**config.mk**
```make
export PLATFORM = sky130hd
export DESIGN_NAME = pdm_mic_rx
export DESIGN_NICKNAME = d
export VERILOG_FILES = /design/src/rtl/pdm_mic_rx.sv
export SDC_FILE = /design/constraint.sdc
export NUM_CORES = 1
export LEC_CHECK = 0
export CAP_MARGIN = 10
export CORE_MARGIN = 2
export CORE_UTILIZATION = 30
export DETAILED_ROUTE_END_ITERATION = 8
export GPL_TIMING_DRIVEN = 0
export SKIP_CTS_REPAIR_TIMING = 1
export SYNTH_ARGS = -nofsm -noshare
export SYNTH_HDL_FRONTEND = slang
export SYNTH_SLANG_ARGS = --single-unit
```
**constraint.sdc**
```tcl
create_clock -name clk -period 11.9 [get_ports clk]
set_input_delay 2.38 -clock clk [delete_from_list [all_inputs] [get_ports clk]]
set_output_delay 2.38 -clock clk [all_outputs]
set_load 0.02 [all_outputs]
```
**src/rtl/pdm_mic_rx.sv**
```systemverilog
// pdm_mic_rx: PDM microphone receiver. Generates the PDM bit clock, samples the
// 1-bit stream and decimates it to signed PCM with a CIC filter. PCM samples
// leave through a valid/ready holding register with a sticky overrun flag.
// Optional build macro PDM_RAW_CAPTURE_EN adds raw_byte/raw_valid, which expose
// the sampled bits packed MSB-first into bytes.
module pdm_mic_rx #(
    parameter int unsigned CLK_DIV   = 50,
    parameter int unsigned CIC_ORDER = 4,
    parameter int unsigned DECIM     = 64,
    parameter int unsigned OUT_W     = 16
) (
    input  logic             clk,
    input  logic             reset,
    input  logic             pdm_din,
    output logic             pdm_clk,
    output logic [OUT_W-1:0] out_data,
    output logic             out_valid,
    input  logic             out_ready,
    output logic             overrun
`ifdef PDM_RAW_CAPTURE_EN
    ,
    output logic [7:0]       raw_byte,
    output logic             raw_valid
`endif
);

    localparam int unsigned DEC_W  = $clog2(DECIM);
    localparam int unsigned ACC_W  = CIC_ORDER * DEC_W + 2;
    localparam int unsigned DIV_W  = $clog2(CLK_DIV);
    localparam int unsigned HALF   = CLK_DIV / 2;
    localparam int unsigned WARM_W = $clog2(CIC_ORDER + 1);

    // Divider state; run_q keeps the counter at 0 on the first edge after reset
    logic [DIV_W-1:0] div_cnt_q, div_cnt_d;
    logic             run_q, run_d;
    logic             pdm_clk_q, pdm_clk_d;
    logic             strobe_c;

    // CIC datapath
    logic [CIC_ORDER-1:0][ACC_W-1:0] integ_q, integ_d;
    logic [CIC_ORDER-1:0][ACC_W-1:0] comb_dly_q, comb_dly_d;
    logic [OUT_W-1:0]                comb_out_q, comb_out_d;
    logic [ACC_W-1:0]                int_acc_c, cmb_acc_c;

    // Decimation and warm-up control
    logic [DEC_W-1:0]  dec_cnt_q, dec_cnt_d;
    logic              comb_en_q, comb_en_d;
    logic              comb_vld_q, comb_vld_d;
    logic [WARM_W-1:0] warm_cnt_q, warm_cnt_d;

    // Output holding register
    logic [OUT_W-1:0] out_data_q, out_data_d;
    logic             out_valid_q, out_valid_d;
    logic             overrun_q, overrun_d;

    // Sample strobe at the last low-phase clock of each PDM bit
    assign strobe_c = (div_cnt_q == DIV_W'(CLK_DIV - 1));

    // Next-state logic for divider, CIC, decimation and output handshake
    always_comb begin
        run_d       = 1'b1;
        div_cnt_d   = div_cnt_q;
        pdm_clk_d   = pdm_clk_q;
        integ_d     = integ_q;
        comb_dly_d  = comb_dly_q;
        comb_out_d  = comb_out_q;
        dec_cnt_d   = dec_cnt_q;
        comb_en_d   = 1'b0;
        comb_vld_d  = 1'b0;
        warm_cnt_d  = warm_cnt_q;
        out_data_d  = out_data_q;
        out_valid_d = out_valid_q;
        overrun_d   = overrun_q;
        int_acc_c   = '0;
        cmb_acc_c   = '0;

        if (!run_q || strobe_c) begin
            div_cnt_d = '0;
        end else begin
            div_cnt_d = div_cnt_q + DIV_W'(1);
        end
        pdm_clk_d = (div_cnt_d < DIV_W'(HALF));

        // Integrator cascade; modular wrap is intentional
        if (strobe_c) begin
            int_acc_c = pdm_din ? ACC_W'(1) : {ACC_W{1'b1}};
            for (int i = 0; i < int'(CIC_ORDER); i++) begin
                int_acc_c  = integ_q[i] + int_acc_c;
                integ_d[i] = int_acc_c;
            end
            dec_cnt_d = dec_cnt_q + DEC_W'(1);
            comb_en_d = (dec_cnt_q == DEC_W'(DECIM - 1));
        end

        // Comb cascade on the already-updated last integrator
        if (comb_en_q) begin
            cmb_acc_c = integ_q[CIC_ORDER-1];
            for (int i = 0; i < int'(CIC_ORDER); i++) begin
                comb_dly_d[i] = cmb_acc_c;
                cmb_acc_c     = cmb_acc_c - comb_dly_q[i];
            end
            comb_out_d = cmb_acc_c[ACC_W-1 -: OUT_W];
            if (warm_cnt_q == WARM_W'(CIC_ORDER)) begin
                comb_vld_d = 1'b1;
            end else begin
                warm_cnt_d = warm_cnt_q + WARM_W'(1);
            end
        end

        // Holding register: newest sample wins, overwrite of unconsumed data is sticky
        if (comb_vld_q) begin
            out_data_d  = comb_out_q;
            out_valid_d = 1'b1;
            if (out_valid_q && !out_ready) begin
                overrun_d = 1'b1;
            end
        end else if (out_valid_q && out_ready) begin
            out_valid_d = 1'b0;
        end
    end

    // State registers
    always_ff @(posedge clk) begin
        if (reset) begin
            run_q       <= 1'b0;
            div_cnt_q   <= '0;
            pdm_clk_q   <= 1'b0;
            integ_q     <= '0;
            comb_dly_q  <= '0;
            comb_out_q  <= '0;
            dec_cnt_q   <= '0;
            comb_en_q   <= 1'b0;
            comb_vld_q  <= 1'b0;
            warm_cnt_q  <= '0;
            out_data_q  <= '0;
            out_valid_q <= 1'b0;
            overrun_q   <= 1'b0;
        end else begin
            run_q       <= run_d;
            div_cnt_q   <= div_cnt_d;
            pdm_clk_q   <= pdm_clk_d;
            integ_q     <= integ_d;
            comb_dly_q  <= comb_dly_d;
            comb_out_q  <= comb_out_d;
            dec_cnt_q   <= dec_cnt_d;
            comb_en_q   <= comb_en_d;
            comb_vld_q  <= comb_vld_d;
            warm_cnt_q  <= warm_cnt_d;
            out_data_q  <= out_data_d;
            out_valid_q <= out_valid_d;
            overrun_q   <= overrun_d;
        end
    end

    assign pdm_clk   = pdm_clk_q;
    assign out_data  = out_data_q;
    assign out_valid = out_valid_q;
    assign overrun   = overrun_q;

`ifdef PDM_RAW_CAPTURE_EN
    logic [2:0] bit_cnt_q, bit_cnt_d;
    logic [7:0] shift_q, shift_d;
    logic       byte_done_q, byte_done_d;
    logic [7:0] raw_byte_q, raw_byte_d;
    logic       raw_valid_q, raw_valid_d;

    // Pack sampled bits MSB-first; publish one edge after the 8th strobe
    always_comb begin
        bit_cnt_d   = bit_cnt_q;
        shift_d     = shift_q;
        byte_done_d = 1'b0;
        raw_byte_d  = raw_byte_q;
        raw_valid_d = byte_done_q;
        if (strobe_c) begin
            shift_d     = {shift_q[6:0], pdm_din};
            bit_cnt_d   = bit_cnt_q + 3'd1;
            byte_done_d = (bit_cnt_q == 3'd7);
        end
        if (byte_done_q) begin
            raw_byte_d = shift_q;
        end
    end

    // Raw capture registers
    always_ff @(posedge clk) begin
        if (reset) begin
            bit_cnt_q   <= '0;
            shift_q     <= '0;
            byte_done_q <= 1'b0;
            raw_byte_q  <= '0;
            raw_valid_q <= 1'b0;
        end else begin
            bit_cnt_q   <= bit_cnt_d;
            shift_q     <= shift_d;
            byte_done_q <= byte_done_d;
            raw_byte_q  <= raw_byte_d;
            raw_valid_q <= raw_valid_d;
        end
    end

    assign raw_byte  = raw_byte_q;
    assign raw_valid = raw_valid_q;
`endif

endmodule

```
After elaboration in Yosys (flattened, before gate mapping)
Cells that the tools add are included.
- mux-type cells: 6
- add/subtract/negate cells: 11
- bitwise logic cells: 3
- reduce and logical (&&, ||, !) cells: 10
- eq/ne operators: 3
- magnitude comparators: 1
- operators by type and width (kind ; count):
    $add A26 B26 Y26 ; 4
    $sub A26 B26 Y26 ; 4
    $mux W26 ; 1
    $add A6 B1 Y6 const B ; 2
    $eq A6 B6 Y1 const B ; 2
    $lt A6 B5 Y1 const B ; 1
    $mux W6 ; 1
    $mux W1 ; 4
    $reduce_and A2 Y1 ; 2
    $reduce_or A2 Y1 ; 2
    $add A3 B1 Y3 const B ; 1
    $eq A3 B3 Y1 const B ; 1
    $not A1 Y1 ; 3
    $logic_and A1 B1 Y1 ; 2
    $logic_not A1 Y1 ; 2
    $reduce_bool A2 Y1 ; 1
    $logic_or A1 B1 Y1 ; 1
- output and inout port bits: 19
- logic and storage cells: 53
- bits of input ports: 4
- register bits after elaboration: 261

Depth between registers and ports, before layout
Gate-level depths: netlist of run 1.
- depth after elaboration: 5
- depth in mapped cells: 41
- gate-level depth less buffers: 41

Worst setup path before layout of run 1
OpenSTA, ideal clock, no wires.
- path kind: input-to-reg
- from: input port pdm_din
- to: register integ_q[103] (netlist name)
- slack: 2.507 ns
- cell stages on the path: 38
- data arrival time: 9.323 ns
- required time: 11.830 ns
- path buffers: 0
- library setup time: 0.070 ns
- path through: inv_1 -> ha_1 -> a21o_1 -> a21oi_1 -> o21bai_1 -> or3_1 -> a31oi_1 -> xnor2_1 -> ha_1 -> inv_1 -> a221oi_1 -> o21a_1 -> nor2_1 -> o21bai_1 -> a21oi_1 -> xnor2_1 -> ha_1 -> nand4_1 -> (+2 left out) -> nand2_1 -> nand2_1 -> nand2_1 -> a21oi_1 -> xnor2_1 -> ha_1 -> and3_1 -> o21ai_0 -> o21ba_2 -> a21oi_1 -> a32oi_1 -> a41o_1 -> o41ai_1 -> o21bai_1 -> a21oi_1 -> xnor3_1 -> nor4_2 -> o21bai_1
- cells in the longest elaborated chain, start to end: 5
- RTL lines (what ; RTL line ; text):
    start, declared ; 14 ; input logic pdm_din,
    $mux W26 ; 86 ; int_acc_c = pdm_din ? ACC_W'(1) : {ACC_W{1'b1}};
    $add A26 B26 Y26 (4 in series) ; 88 ; int_acc_c = integ_q[i] + int_acc_c;
    end signal, assigned ; 142 ; integ_q <= integ_d;
    end, declared ; 40 ; logic [CIC_ORDER-1:0][ACC_W-1:0] integ_q, integ_d;
Every way passes these cells.
A chain may end at the register's enable or synchronous reset.

Final worst setup path of run 1
Same ends and word-level chain as after synthesis.

==> results of run 1 <==
-- registers in the layout, summed over array words and instances (netlist names), 3 cells and up --
| name | flops |
|---|---|
| comb_out_q | 16 |
| warm_cnt_q | 3 |
| out_data | 16 |
| comb_dly_q | 104 |
| div_cnt_q | 6 |
| dec_cnt_q | 6 |
| integ_q | 104 |
-- logic make-up (layout without fill, tap and decap cells) --
logic type,after synthesis,count (layout),share of synthesized area (%)
fa+ha+maj,213,213,15.04
xor+xnor,176,176,8.730
buf+inv,240,319,4.999
flops,261,261,28.91
simple gates,688,688,16.45
mux,122,122,6.757
compound gates,541,541,19.12
-- area by class of cell --
class / count / area share [%]
clock buffers: 45 / 4.279
inverters: 167 / 3.089
repair buffers: 21 / 1.036
multi-input cells: 1740 / 58.86
flip-flops and latches: 261 / 25.75
well taps: 773 / 4.766
plain buffers: 73 / 1.363
clock inverters: 13 / 0.8571
-- stage by stage --
stage               std cells  total power, uW  instance area, um^2  util, %  hold WS, ns
CTS                      3093             1974                20290    34.25       0.4515
global route             3093             2016                20290    34.25       0.4717
floorplan                2241            963.3                18070        -       0.4194
finish                   3093             1949                20290    34.25       0.4521
detailed placement       3035            990.1                19250    32.49       0.4445
global placement         3035            988.0                19250    32.49       0.4291
-- worst max-delay path by stage --
stage               startpoint      endpoint  slack [ns]  cells after the start
global placement       pdm_din  integ_q[103]        0.43                     39
detailed placement     pdm_din  integ_q[103]        0.35                     38
floorplan              pdm_din  integ_q[103]        2.51                     38
CTS                    pdm_din  integ_q[103]        0.89                     38
finish                 pdm_din  integ_q[103]        0.82                     38
global route           pdm_din  integ_q[103]        0.15                     38
-- power by group through the flow --
stage / clock [uW] / combinational, uW / sequential [uW]
final: 978 / 96.2 / 875
after global routing: 1040 / 106 / 875
after CTS: 1000 / 96.4 / 875
after detailed placement: 0 / 95.9 / 894
after global placement: 0 / 93.8 / 894
after floorplan: 0 / 68.9 / 894
-- per-layer routing --
| layer | global-route usage (%) | up-vias | part of all wire (%) |
|---|---|---|---|
| met1 | 18.43 | 7131 | 47 |
| met2 | 24.41 | 258 | 46 |
| met3 | 1.877 | 83 | 3.4 |
| met5 | 0 | - | 0 |
| met4 | 4.923 | 0 | 3.6 |
| li1 | - | 7889 | - |
-- worst max-delay path: cells and delay by family --
family	cells	cell delay, ns
XOR/XNOR	4	0.90
buffers and inverters	2	1.21
AO/OA/AOI/OAI	19	4.01
AND/OR/NAND/NOR	9	1.61
adder cells (fa/ha/maj)	4	1.45
-- cells in the final DEF (no fill, tap or decap), drive strengths merged, types with 10 or more instances in the layout --
cell and count:
nand2 261, dfxtp 261, nor2 251, a21oi 225
ha 206, inv 168, mux2i 122, xnor2 118
clkbuf 103, a21o 70, o21ai 70, xor2 56
nor3 44, nand3 29, a211oi 27, o21a 26
o21bai 23, clkdlybuf4s50 21, nor2b 20, a31oi 18
nand4 15, buf 15, nand2b 13, and3 13
or3 13, o31ai 10
==> flow_summary.ini, run 1 <==
[layout]
final_nets = 2512
drive_gt1_share_pct = 3.534
regArea_um2 = 5225
area_growth_pct = 12.28
multiInputGateArea_um2 = 11940
antenna_cells = 0
fillers = 6117

[timing]
slew_viol_final = 0
fmax_ghz = 0.09024
maxSlewHeadroom_pct = 25.65
final-setup-viol-count = 0
finalHoldViolCount = 0
finalCriticalPeriod_ns = 11.08
setup_ws_ns = 0.8182
tns_ns = 0
finalCritPeriodShare_pct = 93.12
worstMarginPinSlew_ns = 1.115
rsz0062_at_grt = false
finClkSkew_ns = 0.02126

[grt]
grt.total_usage_pct = 14.28
grt.overflow.total = 0
grt_pass1_wl_um = 74490
grt_max_degree = 26
antenna_found_initial = 0
first_global_vias = 14837

[placement]
place_congestion = 0.8249
pre_cts_slack_ns = 0.3501
io_buffer_count = 21
dp_hpwl_um = 35380

[synthesis]
synth-async-reset-ratio_pct = 0
synth_edf_count = 0
synth_area_leaders = dfxtp_1 29%, ha_1 14%, mux2i_1 6.8%
synth-seq-cells = 261
synthFlopType = dfxtp_1
synth-seq-area-share_pct = 28.91
syn_avg_cell_area_um2 = 8.064
yosysWarningCount = 0
syn-num-nets = 2458
synth_top_area_share_pct = 28.91
synth_top_area_cell = dfxtp_1
synth.distinct_cells = 75
synthCells = 2241
synth_common_cells = 261 x dfxtp_1, 261 x nand2_1, 251 x nor2_1
synth.cell_area_um2 = 18070

[floorplanning]
dieArea_um2 = 62220
die_x_um = 249.4
die_y_um = 249.4
num_io_pins = 23
initial_core_util_pct = 30.51
rows = 89
coreArea_um2 = 59240

[clock_network]
cts_made_buffers = 31
tritoncts = yes
clock_path_buffers = 3
cts-root-buf = clkbuf_16
clock_latency_ns = 0.58
cts.sink_count = 261
path_clk_slew_ns = 0.06
cts_max_level = 1

[setup_path]
cp_common_cell = a21oi_1
required_ns = 12.41
critPathSlowestCell = inv_1
ff2ff_path_depth = 36
crit_path_start_kind = input port
path_class = in2reg
cp_max_fo = 25
r2r_slack_ns = 3.38
crit_arrival_ns = 11.60
slowest_delay_ns = 0.76
rr_endpoint = integ_q[103]
reg2reg_from = integ_q[0]
end_kind = flip-flop

[power]
peakVddDrop_mv = 0.1002
clkPwrFrac_pct = 50.2
power_frac_comb_pct = 4.9
power_frac_seq_pct = 44.9
p_switching_uw = 453.1
power.density_nw_per_um2 = 96.05
internal_power_uw = 1496
power_switching_share_pct = 23.25
leakage_uw = 0.008194

[min_path]
hold_depth = 2
hold_end = comb_en_q
worstHoldPathType = reg2reg
worstHoldStart = dec_cnt_q[5]

[detailed_routing]
drt_wl_total_um = 45190
route.detailed.drc = 0
vias = 15361
vias_per_cell = 4.966
ant_nets = 0
drt_first_pass_iters = 5
routedWlPerCell_um = 14.61
drt_iter0_drc = 697

[run]
drv_cap = 0

[outcome]
status = complete, no violations
Note: power is estimated with default switching activity, not from simulation.
==> inputs of run 2 (changes only) <==
- CORE_UTILIZATION: 30 -> 50
- PLACE_DENSITY: unset -> 0.66
==> flow_summary.ini, run 2 (synthesis gave the netlist of run 1 again) <==
[min_path]
hold_depth = 2
worstHoldPathType = reg2reg
worstHoldStart = dec_cnt_q[5]

[timing]
finalCritPeriodShare_pct = 92.40
finalCriticalPeriod_ns = 11.00
finalHoldViolCount = 0
setup_ws_ns = 0.9050
rsz0062_at_grt = false
maxSlewHeadroom_pct = 29.51
final-setup-viol-count = 0
slew_viol_final = 0
fin_hold_ws_ns = 0.4579
tns_ns = 0
fmax_ghz = 0.09095
worstMarginPinSlew_ns = 1.057
finClkSkew_ns = 0.01593

[setup_path]
crit_family = compound AO/OA/AOI/OAI gates
crit_path_start_kind = input port
path_buf_inv = 3
crit_arrival_ns = 11.51
slowest_delay_ns = 0.71
required_ns = 12.41
end_kind = flip-flop
crit_start = pdm_din
path_class = in2reg
cp_max_fo = 25
cp.depth = 39
reg2reg_from = integ_q[0]
cp_common_cell = a21oi_1
ff2ff_path_depth = 37
critPathSlowestCell = inv_1

[detailed_routing]
drt_wl_total_um = 43250
route.detailed.drc = 0
drt_first_pass_iters = 5
vias = 15343
routedWlPerCell_um = 15.56
drt_iter0_drc = 669
vias_per_cell = 5.519
ant_nets = 0

[placement]
dp_hpwl_um = 33680
pre_cts_slack_ns = 0.4845
place_congestion = 0.9010
io_buffer_count = 21

[floorplanning]
coreArea_um2 = 35570
die_x_um = 194.1
rows = 69
initial_core_util_pct = 50.81
die_y_um = 194.1
dieArea_um2 = 37680
num_io_pins = 23

[power]
p_total_uw = 1948
leakage_uw = 0.008202
power.density_nw_per_um2 = 97.81
peakVddDrop_mv = 0.1294

[layout]
area_growth_pct = 10.19
fillers = 3304
drive_gt1_share_pct = 3.579
reg.largest.list = comb_dly_q x104, integ_q x104
antenna_cells = 0
post-route-util_pct = 55.99
final_nets = 2512
final_cell_mix = 261 x nand2_1, 261 x dfxtp_1, 251 x nor2_1

[clock_network]
path_clk_slew_ns = 0.06
cts.sink_count = 261
tritoncts = yes
clock_latency_ns = 0.58
clock_path_buffers = 3
cts-root-buf = clkbuf_16
cts_made_buffers = 31
cts_max_level = 1

[outcome]
status = complete, no violations

[grt]
grt.overflow.total = 0
grt_max_degree = 26
antenna_found_initial = 0
grt.total_usage_pct = 22.89
first_global_vias = 14782
grt_pass1_wl_um = 72470

[run]
drv_cap = 0
## run 2: cell types whose count changed in the layout (fill, tap and decap cells not counted), sizes merged
cell,change
clkinvlp,-1
bufinv,-1
clkbuf,+2
clkinv,-1
## run 2: layout make-up
class | count | area, um^2 | area share [%]
Tap cell | 461 | 576.8 | 2.896
Buffer | 73 | 276.5 | 1.389
Sequential cell | 261 | 5225 | 26.24
Clock buffer | 47 | 915.9 | 4.599
Timing Repair Buffer | 21 | 210.2 | 1.056
Clock inverter | 10 | 138.9 | 0.6974
Inverter | 167 | 626.9 | 3.148
Multi-Input combinational cell | 1740 | 11940 | 59.98
## run 2: final timing paths
check | endpoint | slack (ns)
max | integ_q[103] | 0.90
min | comb_en_q | 0.46
max reg2reg | integ_q[103] | 3.41
min reg2reg | comb_en_q | 0.46
## run 2: power breakdown
group | total (uW) | switching, uW | internal [uW]
clock | 976 | 383 | 593
sequential | 875 | 0.520 | 875
combinational | 96.5 | 65.4 | 31.0
total | 1950 | 449 | 1500
## run 2: per-stage QoR
step	cell area, um^2	instances
finish	19910	2780
global route	19910	2780
CTS	19910	2780
detailed placement	18860	2723
global placement	18860	2723
floorplan	18070	2241
## run 2: worst min-delay path, delay by kind of cell, from the launching register on
family / cells / cell delay [ns]
flops: 1 / 0.31
simple gates: 2 / 0.09
## run 2: per-layer routing
metal	global-route usage [%]	up-vias	routed length, um
li1	-	7884	-
met1	27.92	7128	19560
met2	41.66	249	20900
met3	2.592	82	1274
met4	7.632	0	1513
met5	0	-	0
==> inputs of run 3 (changes only) <==
- CORE_ASPECT_RATIO: unset -> 0.7
- CTS_CLUSTER_SIZE: unset -> 25
==> flow_summary.ini, run 3 (synthesis gave the netlist of run 1 again) <==
[clock_network]
clock_latency_ns = 0.59
cts.sink_count = 261
cts_max_level = 1
clock_path_buffers = 3
tritoncts = yes
cts_made_buffers = 29
path_clk_slew_ns = 0.06
cts-root-buf = clkbuf_16

[setup_path]
crit_arrival_ns = 11.58
crit_family = compound AO/OA/AOI/OAI gates
required_ns = 12.42
cp_common_cell = a21oi_1
crit_path_start_kind = input port
cp_max_fo = 25
path_class = in2reg
end_kind = flip-flop
slowest_delay_ns = 0.73
path_buf_inv = 3
critPathSlowestCell = inv_1

[outcome]
status = complete, no violations

[timing]
worstMarginPinSlew_ns = 0.9908
tns_ns = 0
rsz0062_at_grt = false
finClkSkew_ns = 0.02909
maxSlewHeadroom_pct = 33.87
finalHoldViolCount = 0
slew_viol_final = 0
final-setup-viol-count = 0
finalCritPeriodShare_pct = 92.94
fmax_ghz = 0.09042
setup_ws_ns = 0.8402
finalCriticalPeriod_ns = 11.06

[floorplanning]
rows = 58
coreArea_um2 = 35780
num_io_pins = 23
die_y_um = 163.1
dieArea_um2 = 37710
initial_core_util_pct = 50.51
die_x_um = 231.2

[detailed_routing]
drt_first_pass_iters = 6
vias_per_cell = 5.595
vias = 15638
drt_wl_total_um = 45570
routedWlPerCell_um = 16.31
drt_iter0_drc = 1120
route.detailed.drc = 0
ant_nets = 0

[grt]
grt.total_usage_pct = 24.00
grt_pass1_wl_um = 73910
grt_max_degree = 26
first_global_vias = 14320
grt.overflow.total = 0
antenna_found_initial = 1

[placement]
io_buffer_count = 21
place_congestion = 0.8952
pre_cts_slack_ns = 0.4293
dp_hpwl_um = 35460

[layout]
final_nets = 2510
final_cell_mix = 261 x nand2_1, 261 x dfxtp_1, 251 x nor2_1
fillers = 3379
post-route-util_pct = 55.49
drive_gt1_share_pct = 3.542
reg.largest.list = comb_dly_q x104, integ_q x104
antenna_cells = 0
area_growth_pct = 9.852

[power]
peakVddDrop_mv = 0.09938
leakage_uw = 0.008155
p_total_uw = 1910
power.density_nw_per_um2 = 96.23

[min_path]
worstHoldPathType = reg2reg

[run]
drv_cap = 0
==> run 3: path summary, 6_finish.rpt <==
check / start / to / slack (ns) / cells after the start
hold reg to reg: dec_cnt_q[5] / comb_en_q / 0.46 / 2
hold / removal: dec_cnt_q[5] / comb_en_q / 0.46 / 2
setup / recovery: pdm_din / integ_q[103] / 0.84 / 39
setup reg to reg: integ_q[0] / integ_q[103] / 3.38 / 37
==> run 3: layer usage <==
metal	track usage, %	up-vias	wire (um)
li1	-	7887	-
met1	38.15	7346	24710
met2	33.42	358	17320
met3	4.312	47	2942
met4	3.783	0	599
met5	0	-	0
==> run 3: worst min-delay path, cell delays in order, from the launching register on <==
cell and delay [ns]:
dfxtp_1 0.32, nand2_1 0.06, nor3_1 0.04
==> run 3: cell type report <==
type | count | area, um^2 | share of cell area [%]
tap | 480 | 600.6 | 3.025
timing repair buffer | 21 | 210.2 | 1.059
buffer | 73 | 276.5 | 1.393
multi-input combinational | 1740 | 11940 | 60.16
inverter | 167 | 626.9 | 3.157
sequential | 261 | 5225 | 26.32
clock buffer | 37 | 785.8 | 3.958
clock inverter | 16 | 183.9 | 0.9264
==> run 3: report_power, final <==
group          leakage [uW]  switching (uW)  total, uW  internal, uW
Sequential          0.00210           0.527        875           874
Clock              0.000469             401        936           534
Combinational       0.00558            69.1        100          31.1
Total               0.00816             471       1910          1440
==> run 3: stage by stage <==
step | std cells | hold slack [ns] | area [um^2]
2_1_floorplan | 2241 | 0.4194 | 18070
3_3_place_gp | 2742 | 0.4397 | 18880
3_5_place_dp | 2742 | 0.4333 | 18880
4_1_cts | 2795 | 0.4534 | 19850
5_1_grt | 2795 | 0.4801 | 19850
6_report | 2795 | 0.4564 | 19850
